`src/rtl/l1_req_arbiter.sv`:
```
// Two-requester round-robin front end for the L1 cache: grants one lookup at a time,
// tracks a WAIT timeout, returns hit/miss to the owner and keeps saturating hit/miss stats.
module l1_req_arbiter #(
    parameter int TIMEOUT_CYCLES = 64,
    parameter int CNT_W          = 10
) (
    input  logic             i_clk,
    input  logic             i_rst_n,
    input  logic             i_req0_valid,
    input  logic [31:0]      i_req0_addr,
    input  logic             i_req1_valid,
    input  logic [31:0]      i_req1_addr,
    output logic             o_req0_ready,
    output logic             o_req1_ready,
    output logic             o_resp0_valid,
    output logic             o_resp1_valid,
    output logic             o_resp_hit,
    output logic             o_cache_start,
    output logic [31:0]      o_cache_addr,
    input  logic             i_cache_done,
    input  logic             i_cache_hit,
    output logic [CNT_W-1:0] o_hit_cnt0,
    output logic [CNT_W-1:0] o_hit_cnt1,
    output logic [CNT_W-1:0] o_miss_cnt0,
    output logic [CNT_W-1:0] o_miss_cnt1,
    output logic             o_busy,
    output logic             o_timeout_err
);

    localparam int TW = $clog2(TIMEOUT_CYCLES + 1);

    typedef enum logic [1:0] {S_IDLE, S_ISSUE, S_WAIT, S_RESP} state_t;

    state_t            r_state;
    logic              r_prio;
    logic              r_owner;
    logic              r_hit;
    logic [TW-1:0]     r_wait_cnt;
    logic              r_cache_start;
    logic [31:0]       r_cache_addr;
    logic              r_resp0_valid;
    logic              r_resp1_valid;
    logic              r_resp_hit;
    logic              r_busy;
    logic              r_timeout_err;
    logic [CNT_W-1:0]  r_hit_cnt0, r_hit_cnt1, r_miss_cnt0, r_miss_cnt1;

    logic w_idle, w_gnt0, w_gnt1, w_timeout;

    // Priority pointer only matters when both requesters are valid.
    assign w_idle    = (r_state == S_IDLE);
    assign w_gnt0    = w_idle & i_req0_valid & (~i_req1_valid | ~r_prio);
    assign w_gnt1    = w_idle & i_req1_valid & (~i_req0_valid |  r_prio);
    assign w_timeout = (r_wait_cnt == TW'(TIMEOUT_CYCLES - 1));

    function automatic logic [CNT_W-1:0] sat_inc(input logic [CNT_W-1:0] v);
        return (&v) ? v : v + CNT_W'(1);
    endfunction

    always_ff @(posedge i_clk or negedge i_rst_n) begin
        if (!i_rst_n) begin
            r_state       <= S_IDLE;
            r_prio        <= 1'b0;
            r_owner       <= 1'b0;
            r_hit         <= 1'b0;
            r_wait_cnt    <= '0;
            r_cache_start <= 1'b0;
            r_cache_addr  <= '0;
            r_resp0_valid <= 1'b0;
            r_resp1_valid <= 1'b0;
            r_resp_hit    <= 1'b0;
            r_busy        <= 1'b0;
            r_timeout_err <= 1'b0;
            r_hit_cnt0    <= '0;
            r_hit_cnt1    <= '0;
            r_miss_cnt0   <= '0;
            r_miss_cnt1   <= '0;
        end else begin
            r_cache_start <= 1'b0;
            r_resp0_valid <= 1'b0;
            r_resp1_valid <= 1'b0;
            r_resp_hit    <= 1'b0;
            case (r_state)
                S_IDLE: begin
                    if (w_gnt0 | w_gnt1) begin
                        r_cache_addr  <= w_gnt1 ? i_req1_addr : i_req0_addr;
                        r_owner       <= w_gnt1;
                        r_cache_start <= 1'b1;
                        r_busy        <= 1'b1;
                        r_state       <= S_ISSUE;
                    end
                end
                S_ISSUE: begin
                    r_wait_cnt <= '0;
                    r_state    <= S_WAIT;
                end
                S_WAIT: begin
                    // A real done on the timeout edge still reports the cache result.
                    if (i_cache_done | w_timeout) begin
                        r_hit         <= i_cache_done & i_cache_hit;
                        r_resp_hit    <= i_cache_done & i_cache_hit;
                        r_resp0_valid <= ~r_owner;
                        r_resp1_valid <= r_owner;
                        if (!i_cache_done)
                            r_timeout_err <= 1'b1;
                        r_state       <= S_RESP;
                    end else begin
                        r_wait_cnt <= r_wait_cnt + TW'(1);
                    end
                end
                S_RESP: begin
                    if (r_owner) begin
                        if (r_hit) r_hit_cnt1  <= sat_inc(r_hit_cnt1);
                        else       r_miss_cnt1 <= sat_inc(r_miss_cnt1);
                    end else begin
                        if (r_hit) r_hit_cnt0  <= sat_inc(r_hit_cnt0);
                        else       r_miss_cnt0 <= sat_inc(r_miss_cnt0);
                    end
                    r_prio  <= ~r_owner;
                    r_busy  <= 1'b0;
                    r_state <= S_IDLE;
                end
                default: r_state <= S_IDLE;
            endcase
        end
    end

    assign o_req0_ready  = w_gnt0;
    assign o_req1_ready  = w_gnt1;
    assign o_resp0_valid = r_resp0_valid;
    assign o_resp1_valid = r_resp1_valid;
    assign o_resp_hit    = r_resp_hit;
    assign o_cache_start = r_cache_start;
    assign o_cache_addr  = r_cache_addr;
    assign o_hit_cnt0    = r_hit_cnt0;
    assign o_hit_cnt1    = r_hit_cnt1;
    assign o_miss_cnt0   = r_miss_cnt0;
    assign o_miss_cnt1   = r_miss_cnt1;
    assign o_busy        = r_busy;
    assign o_timeout_err = r_timeout_err;

endmodule

```
`config.mk`:
```
export PLATFORM = sky130hd
export DESIGN_NAME = l1_req_arbiter
export DESIGN_NICKNAME = d
export VERILOG_FILES = /design/src/rtl/l1_req_arbiter.sv
export SDC_FILE = /design/constraint.sdc
export NUM_CORES = 1
export LEC_CHECK = 0
export ABC_AREA = 1
export ABC_CLOCK_PERIOD_IN_PS = 1470
export CORE_AREA = 2 2 89 134
export CTS_CLUSTER_DIAMETER = 150
export DETAILED_ROUTE_END_ITERATION = 10
export DIE_AREA = 0 0 91 136
export PLACE_DENSITY = 0.76
export SYNTH_ARGS = -nofsm -noshare
export SYNTH_HDL_FRONTEND = slang
export SYNTH_SLANG_ARGS = --single-unit
```
`constraint.sdc`:
```
create_clock -name i_clk -period 1.47 [get_ports i_clk]
set_clock_uncertainty 0.05 [all_clocks]
set_input_delay 0.2205 -clock i_clk [delete_from_list [all_inputs] [get_ports i_clk]]
set_output_delay 0.2205 -clock i_clk [all_outputs]
set_load 0.02 [all_outputs]
```
==> impl_metrics.tcl, run 1 <==
set metrics [dict create \
    status "finished with violations" \
    violations "setup timing" \
    cpPeakStageDelay_ns 0.39 \
    path_buf_inv 4 \
    cts_max_level 3 \
    drt_iter0_drc 216 \
    drive_gt1_share_pct 24.69 \
    worstPathCellList "inv_2, ha_4, nand2_4, buf_6, nand2_8, buf_6, buf_12, nor2_4, a31oi_1" \
    drc 0 \
    via_per_inst 4.986 \
    wl_per_cell_um 14.64 \
    synth-edff-count 0 \
    synth.top_cells.by_count "nand2_1 (237), dfrtp_1 (90), nor2_1 (64)" \
    yosys.area.top_type "dfrtp_1" \
    grt.total_usage_pct 21.45 \
    cp_top_family "buffers and inverters" \
    syn_to_final_growth_pct 67.02 \
    max_cap_viol_count 0 \
    vias 4767 \
    synth_area_leaders "dfrtp_1 (48%), nand2_1 (19%), nor2_1 (5.2%)" \
    yosys_warnings 0 \
    ys_types 28 \
    nets 882 \
    finalCritPeriodShare_pct 108.9 \
    grt_max_degree 37 \
    place.gp.congestion 0.8148 \
    ios 150 \
    yosysMostFrequentCell "nand2_1" \
    core_um2 11290 \
    leakagePower_nw 3.593 \
    min_period_ns 1.600 \
    wl_um 14000 \
    ant_nets 0 \
    hold_slack_ns 0.2883 \
    cts_tree "yes" \
    cts_buffers 9 \
    die_height_um 136 \
    async_flop_share_pct 100.0 \
    design.die.area_um2 12380 \
    p_total_mw 13.61 \
    power.density_nw_per_um2 1750 \
    port_buffers 149 \
    clock-sinks 90 \
    antenna_found_initial 0 \
    cts_buffer_depth 2 \
    tightest_slew_ns 0.3263 \
    ir_drop_mv 1.221 \
    netlist.area_leader.share_pct 48.39 \
    crit_type "reg2reg" \
    ys_ff_latch 90 \
    num_rows 48 \
    first_pass_iters 5 \
    gr-total-overflow 0 \
    clk_latency_ns 0.34 \
    avgSynthCellArea_um2 7.862 \
    fmax_mhz 624.9 \
    hp-class "in2async" \
    setup_slack_ns -0.1302 \
    grt_pass1_wl_um 21510 \
    clk_pin_slew_ns 0.06 \
    dieWidth_um 91 \
    startpoint_type "register" \
    worstPathMaxFanout 8 \
    hpwl_um 9347 \
    worstPathArrival_ns 1.80 \
    ys.flop_type "dfrtp_1" \
    synth-seq-area-share_pct 48.39 \
    maxSlewHeadroom_pct 78.25 \
    finalHoldViolCount 0 \
    root_buffer "clkbuf_16" \
    end_kind "register" \
    cp_slowest_cell "dfrtp_1" \
    rsz0062_at_grt "true" \
    synth_cells 592 \
    initial_core_util_pct 41.22 \
    slew_violations 0 \
    cp.required_ns 1.67 \
    finalSetupViolCount 40 \
    first_global_vias 4742 \
    n_antenna_cell 0 \
    synthesis.nets 672 \
    netlist_area_um2 4654 \
    path_common_cell "buf_6" \
]
-- power breakdown --
group | leakage [nW] | internal [mW] | switching [mW]
Clock | 0.153 | 1.53 | 0.936
Combinational | 2.31 | 3.38 | 3.86
Sequential | 1.13 | 3.23 | 0.674
-- flip-flops by register name, indices dropped and copies added, names as in the netlist, 2 cells and up --
name / flops
o_cache_addr: 32
o_hit_cnt0: 10
o_hit_cnt1: 10
o_miss_cnt0: 10
o_miss_cnt1: 10
r_state: 2
r_wait_cnt: 7
-- worst paths after layout --
kind | start | end | slack (ns) | cells past startpoint
setup / recovery | r_state[0] | o_cache_addr[29] | -0.13 | 9
hold / removal | i_rst_n | o_cache_addr[17] | 0.29 | 2
setup reg to reg | r_state[0] | o_cache_addr[29] | -0.13 | 9
hold reg to reg | o_timeout_err | o_timeout_err | 0.41 | 1
max in group asynchronous | i_rst_n | o_hit_cnt1[5] | 0.55 | 3
min in group i_clk | i_req1_addr[18] | o_cache_addr[18] | 0.38 | 3
-- cells by family (layout without fill, tap and decap cells) --
group | Yosys count | in the layout | synth area share [%]
AOI/OAI and AO/OA | 60 | 60 | 7.849
xor gates and xnor gates | 23 | 23 | 4.328
adders and majority gates | 10 | 10 | 2.688
buffers and inverters | 57 | 270 | 5.188
DFF | 90 | 90 | 48.39
and+or+nand+nor | 352 | 353 | 31.56
-- worst register-to-register path, delay by kind of cell, from the launching register on --
kind	cells	cell delay [ns]
and+or+nand+nor	3	0.19
adders and majority gates	1	0.19
buffers and inverters	4	0.50
AOI/OAI and AO/OA	1	0.18
DFF	1	0.39
-- stage by stage --
stage	setup TNS, ns	utilization (%)	std cells	cell area, µm²	setup WS [ns]
after CTS	-2.017	63.64	944	7186	-0.1362
after global placement	-4.919	58.49	915	6604	-0.3124
after detailed placement	-6.815	58.49	915	6604	-0.3244
after global routing	-5.352	68.85	956	7774	-0.1631
after floorplan	0	-	592	4669	0.004031
final	-2.421	68.85	956	7774	-0.1302
-- layout by cell type (no fill, tap or decap), types with 3 or more instances in the layout --
cell type,instances
nand3_2,5
buf_6,9
inv_4,3
nand3_1,19
nor2_1,25
buf_12,5
dfrtp_1,81
nand3_4,5
a31oi_1,22
a31oi_4,10
dfrtp_2,9
inv_1,33
buf_4,42
ha_2,3
nand2_2,13
buf_16,6
inv_2,5
xnor2_1,11
o21bai_1,4
clkbuf_16,9
buf_8,3
clkdlybuf4s50_1,68
nand2_1,223
clkdlybuf4s15_1,7
nor2_2,21
o21ai_1,8
o21ai_0,8
o21ai_2,3
ha_4,4
dlygate4sd2_1,69
xor2_1,12
nand2_4,5
nor2_4,27
nand4_1,8
ha_1,3
-- routing by layer --
| metal | vias up | track usage (%) | routed length (µm) |
|---|---|---|---|
| met1 | 2267 | 23.41 | 5385 |
| met5 | - | 0 | 0 |
| met2 | 164 | 40.04 | 7431 |
| met4 | 0 | 7.492 | 301 |
| li1 | 2314 | - | - |
| met3 | 22 | 5.432 | 879 |
-- timing repair --
item                                    in CTS  in global routing
hold buffers                                 1                  0
endpoints found under the hold margin       20                  0
buffers inserted                             7                 12
gates resized for setup                    127                126
gates cloned                                 6                  1
endpoints found under the setup margin     154                 85
pin swaps                                    7                 16
-- layout make-up --
type | count | area, µm²
inverters | 43 | 180.2
fillers | 847 | 3517
repair buffers | 212 | 2102
clock inverters | 3 | 65.06
flip-flops and latches | 90 | 2263
clock buffers | 12 | 246.5
well taps | 150 | 187.7
multi-input cells | 446 | 2729
Note: power is estimated with default switching activity, not from simulation.
==> run 2: changes to the inputs <==
Settings changed: REMOVE_ABC_BUFFERS from default to 1.
==> run 2 against run 1 <==
Against the previous run:
- the run still ends with setup timing left
- core utilization fell by 4.8 points
- via count fell by 1.5%
- clock power down 12%
- sequential power shrank 5.4%
- sequential share of layout area grew 2.1 points
- fmax fell by 0.23%
- hold slack better by 0.0040 ns
- combinational power is 22% lower
- worst setup slack got worse by 0.0037 ns
- critical path depth fell by 4
- routed wire length shrank 6.8%
- count of clock-buffer cells in the layout decreased by 1
==> impl_metrics.tcl, run 2 (same netlist as run 1, synthesis figures left out) <==
set metrics [dict create \
    status "finished with violations" \
    violations "setup timing" \
    die_height_um 136 \
    clock-sinks 90 \
    setup_slack_ns -0.1339 \
    finalHoldViolCount 0 \
    root_buffer "clkbuf_16" \
    clk_latency_ns 0.33 \
    maxSlewHeadroom_pct 67.55 \
    worstPathArrival_ns 1.33 \
    syn_to_final_growth_pct 55.46 \
    rsz0062_at_grt "true" \
    hp-class "in2async" \
    wl_um 13040 \
    finalCritPeriodShare_pct 109.1 \
    fmax_mhz 623.5 \
    layout_common_cells "nand2_1 (224), dfrtp_1 (86), dlygate4sd2_1 (71), clkdlybuf4s50_1 (68), nor2_1 (56)" \
    vias 4697 \
    grt_max_degree 34 \
    end_kind "primary output" \
    cts_buffers 9 \
    port_buffers 149 \
    startpoint_type "register" \
    cpPeakStageDelay_ns 0.40 \
    worstPathMaxFanout 4 \
    crit_type "reg2out" \
    clk_pin_slew_ns 0.06 \
    drive_gt1_share_pct 17.69 \
    max_cap_viol_count 0 \
    cts_max_level 3 \
    dpl.cell_count 917 \
    power.density_nw_per_um2 1588 \
    antenna_found_initial 0 \
    grt.total_usage_pct 21.12 \
    drt_iter0_drc 125 \
    cp_slowest_cell "dfrtp_1" \
    final.fill_count 972 \
    tightest_slew_ns 0.4862 \
    ant_nets 0 \
    cp_top_family "flip-flops" \
    first_global_vias 4752 \
    first_pass_iters 5 \
    place.gp.congestion 0.8727 \
    ios 150 \
    finalSetupViolCount 11 \
    seq_area_um2 2257 \
    multi_input_area_um2 2429 \
    dieWidth_um 91 \
    path_buf_inv 2 \
    stdcell_count 947 \
    via_per_inst 4.960 \
    ir_drop_mv 1.126 \
    design.die.area_um2 12380 \
    largest_reg_flops 32 \
    mostFrequentLayoutCell "nand2_1" \
    min_period_ns 1.604 \
    hpwl_um 9506 \
    slew_violations 0 \
    leakagePower_nw 3.485 \
    nets 872 \
    cts_buffer_depth 2 \
    cts_tree "yes" \
    core_um2 11290 \
    grt_pass1_wl_um 21130 \
    fin_setup_tns_ns -0.4892 \
    wl_per_cell_um 13.77 \
    worstPathCellList "inv_2, ha_4, nand2_4, a21oi_4, buf_6" \
    drc 0 \
    initial_core_util_pct 41.22 \
    cp.required_ns 1.20 \
    gr-total-overflow 0 \
    n_antenna_cell 0 \
    num_rows 48 \
]
run 2: cell types whose count changed in the layout (fill, tap and decap cells not counted), sizes merged, moves of 2 or more:
cell / before / now
dlygate4sd2: 69 / 71
clkdlybuf4s15: 7 / 5
buf: 65 / 55
bufinv: 2 / 0
inv: 42 / 45
run 2: worst register-to-register path: cells and delay by family (launching register included):
family	cells	cell delay, ns
DFF	1	0.38
and+or+nand+nor	3	0.36
AOI/OAI and AO/OA	2	0.27
adders and majority gates	1	0.19
buffers and inverters	2	0.22
run 2: cell type report:
cell class / instances / share of cell area, %
clock buffer: 11 / 3.355
clock inverter: 5 / 0.5188
inverter: 43 / 2.369
multi-input combinational: 445 / 33.56
sequential: 90 / 31.19
tap: 150 / 2.594
timing repair buffer: 202 / 26.32
timing repair inverter: 1 / 0.08646
run 2: final timing paths:
path / end / slack (ns) / from / cells after the start
worst min-delay path: o_miss_cnt1[9] / 0.29 / i_rst_n / 2
worst max register to register: r_state[1] / -0.08 / r_state[1] / 8
min in group i_clk: o_cache_addr[4] / 0.39 / i_req1_addr[4] / 3
max in group asynchronous: o_miss_cnt1[3] / 0.54 / i_rst_n / 3
worst min register to register: o_timeout_err / 0.42 / o_timeout_err / 1
worst max-delay path: o_req0_ready / -0.13 / r_state[1] / 5
run 2: timing repair:
| action | in CTS | in global routing |
|---|---|---|
| endpoints found under the hold margin | 23 | 0 |
| buffers inserted | 1 | 9 |
| pin swaps | 3 | 15 |
| gates cloned | 2 | 1 |
| setup endpoints to repair | 155 | 77 |
| hold buffers | 1 | 0 |
| gates resized for setup | 132 | 49 |
run 2: per-layer routing:
metal  global-route usage (%)  routed length [µm]  vias up
met4                    7.576                 219        0
met2                    38.19                6892      168
met1                    23.34                4930     2222
met3                    6.430                 999       17
met5                        0                   0        -
li1                         -                   -     2290
run 2: power by group:
group / switching, mW / total [mW] / leakage [nW] / internal (mW)
Clock: 0.956 / 2.16 / 0.133 / 1.20
Sequential: 0.487 / 3.70 / 1.13 / 3.22
Combinational: 3.24 / 5.63 / 2.22 / 2.39
run 2: through the flow:
| stage | worst slack (ns) | hold WS (ns) | total power [mW] | area, µm² | utilization (%) |
|---|---|---|---|---|---|
| 6_report | -0.1339 | 0.2924 | 11.49 | 7236 | 64.08 |
| 5_1_grt | -0.1700 | 0.3081 | 12.29 | 7236 | 64.08 |
| 4_1_cts | -0.1368 | 0.2893 | 11.35 | 6997 | 61.97 |
| 3_5_place_dp | -0.3883 | 0.1141 | 9.043 | 6594 | 58.40 |
| 3_3_place_gp | -0.3732 | 0.1137 | 8.889 | 6594 | 58.40 |
| 2_1_floorplan | -0.8747 | -0.1251 | 6.384 | 4577 | - |
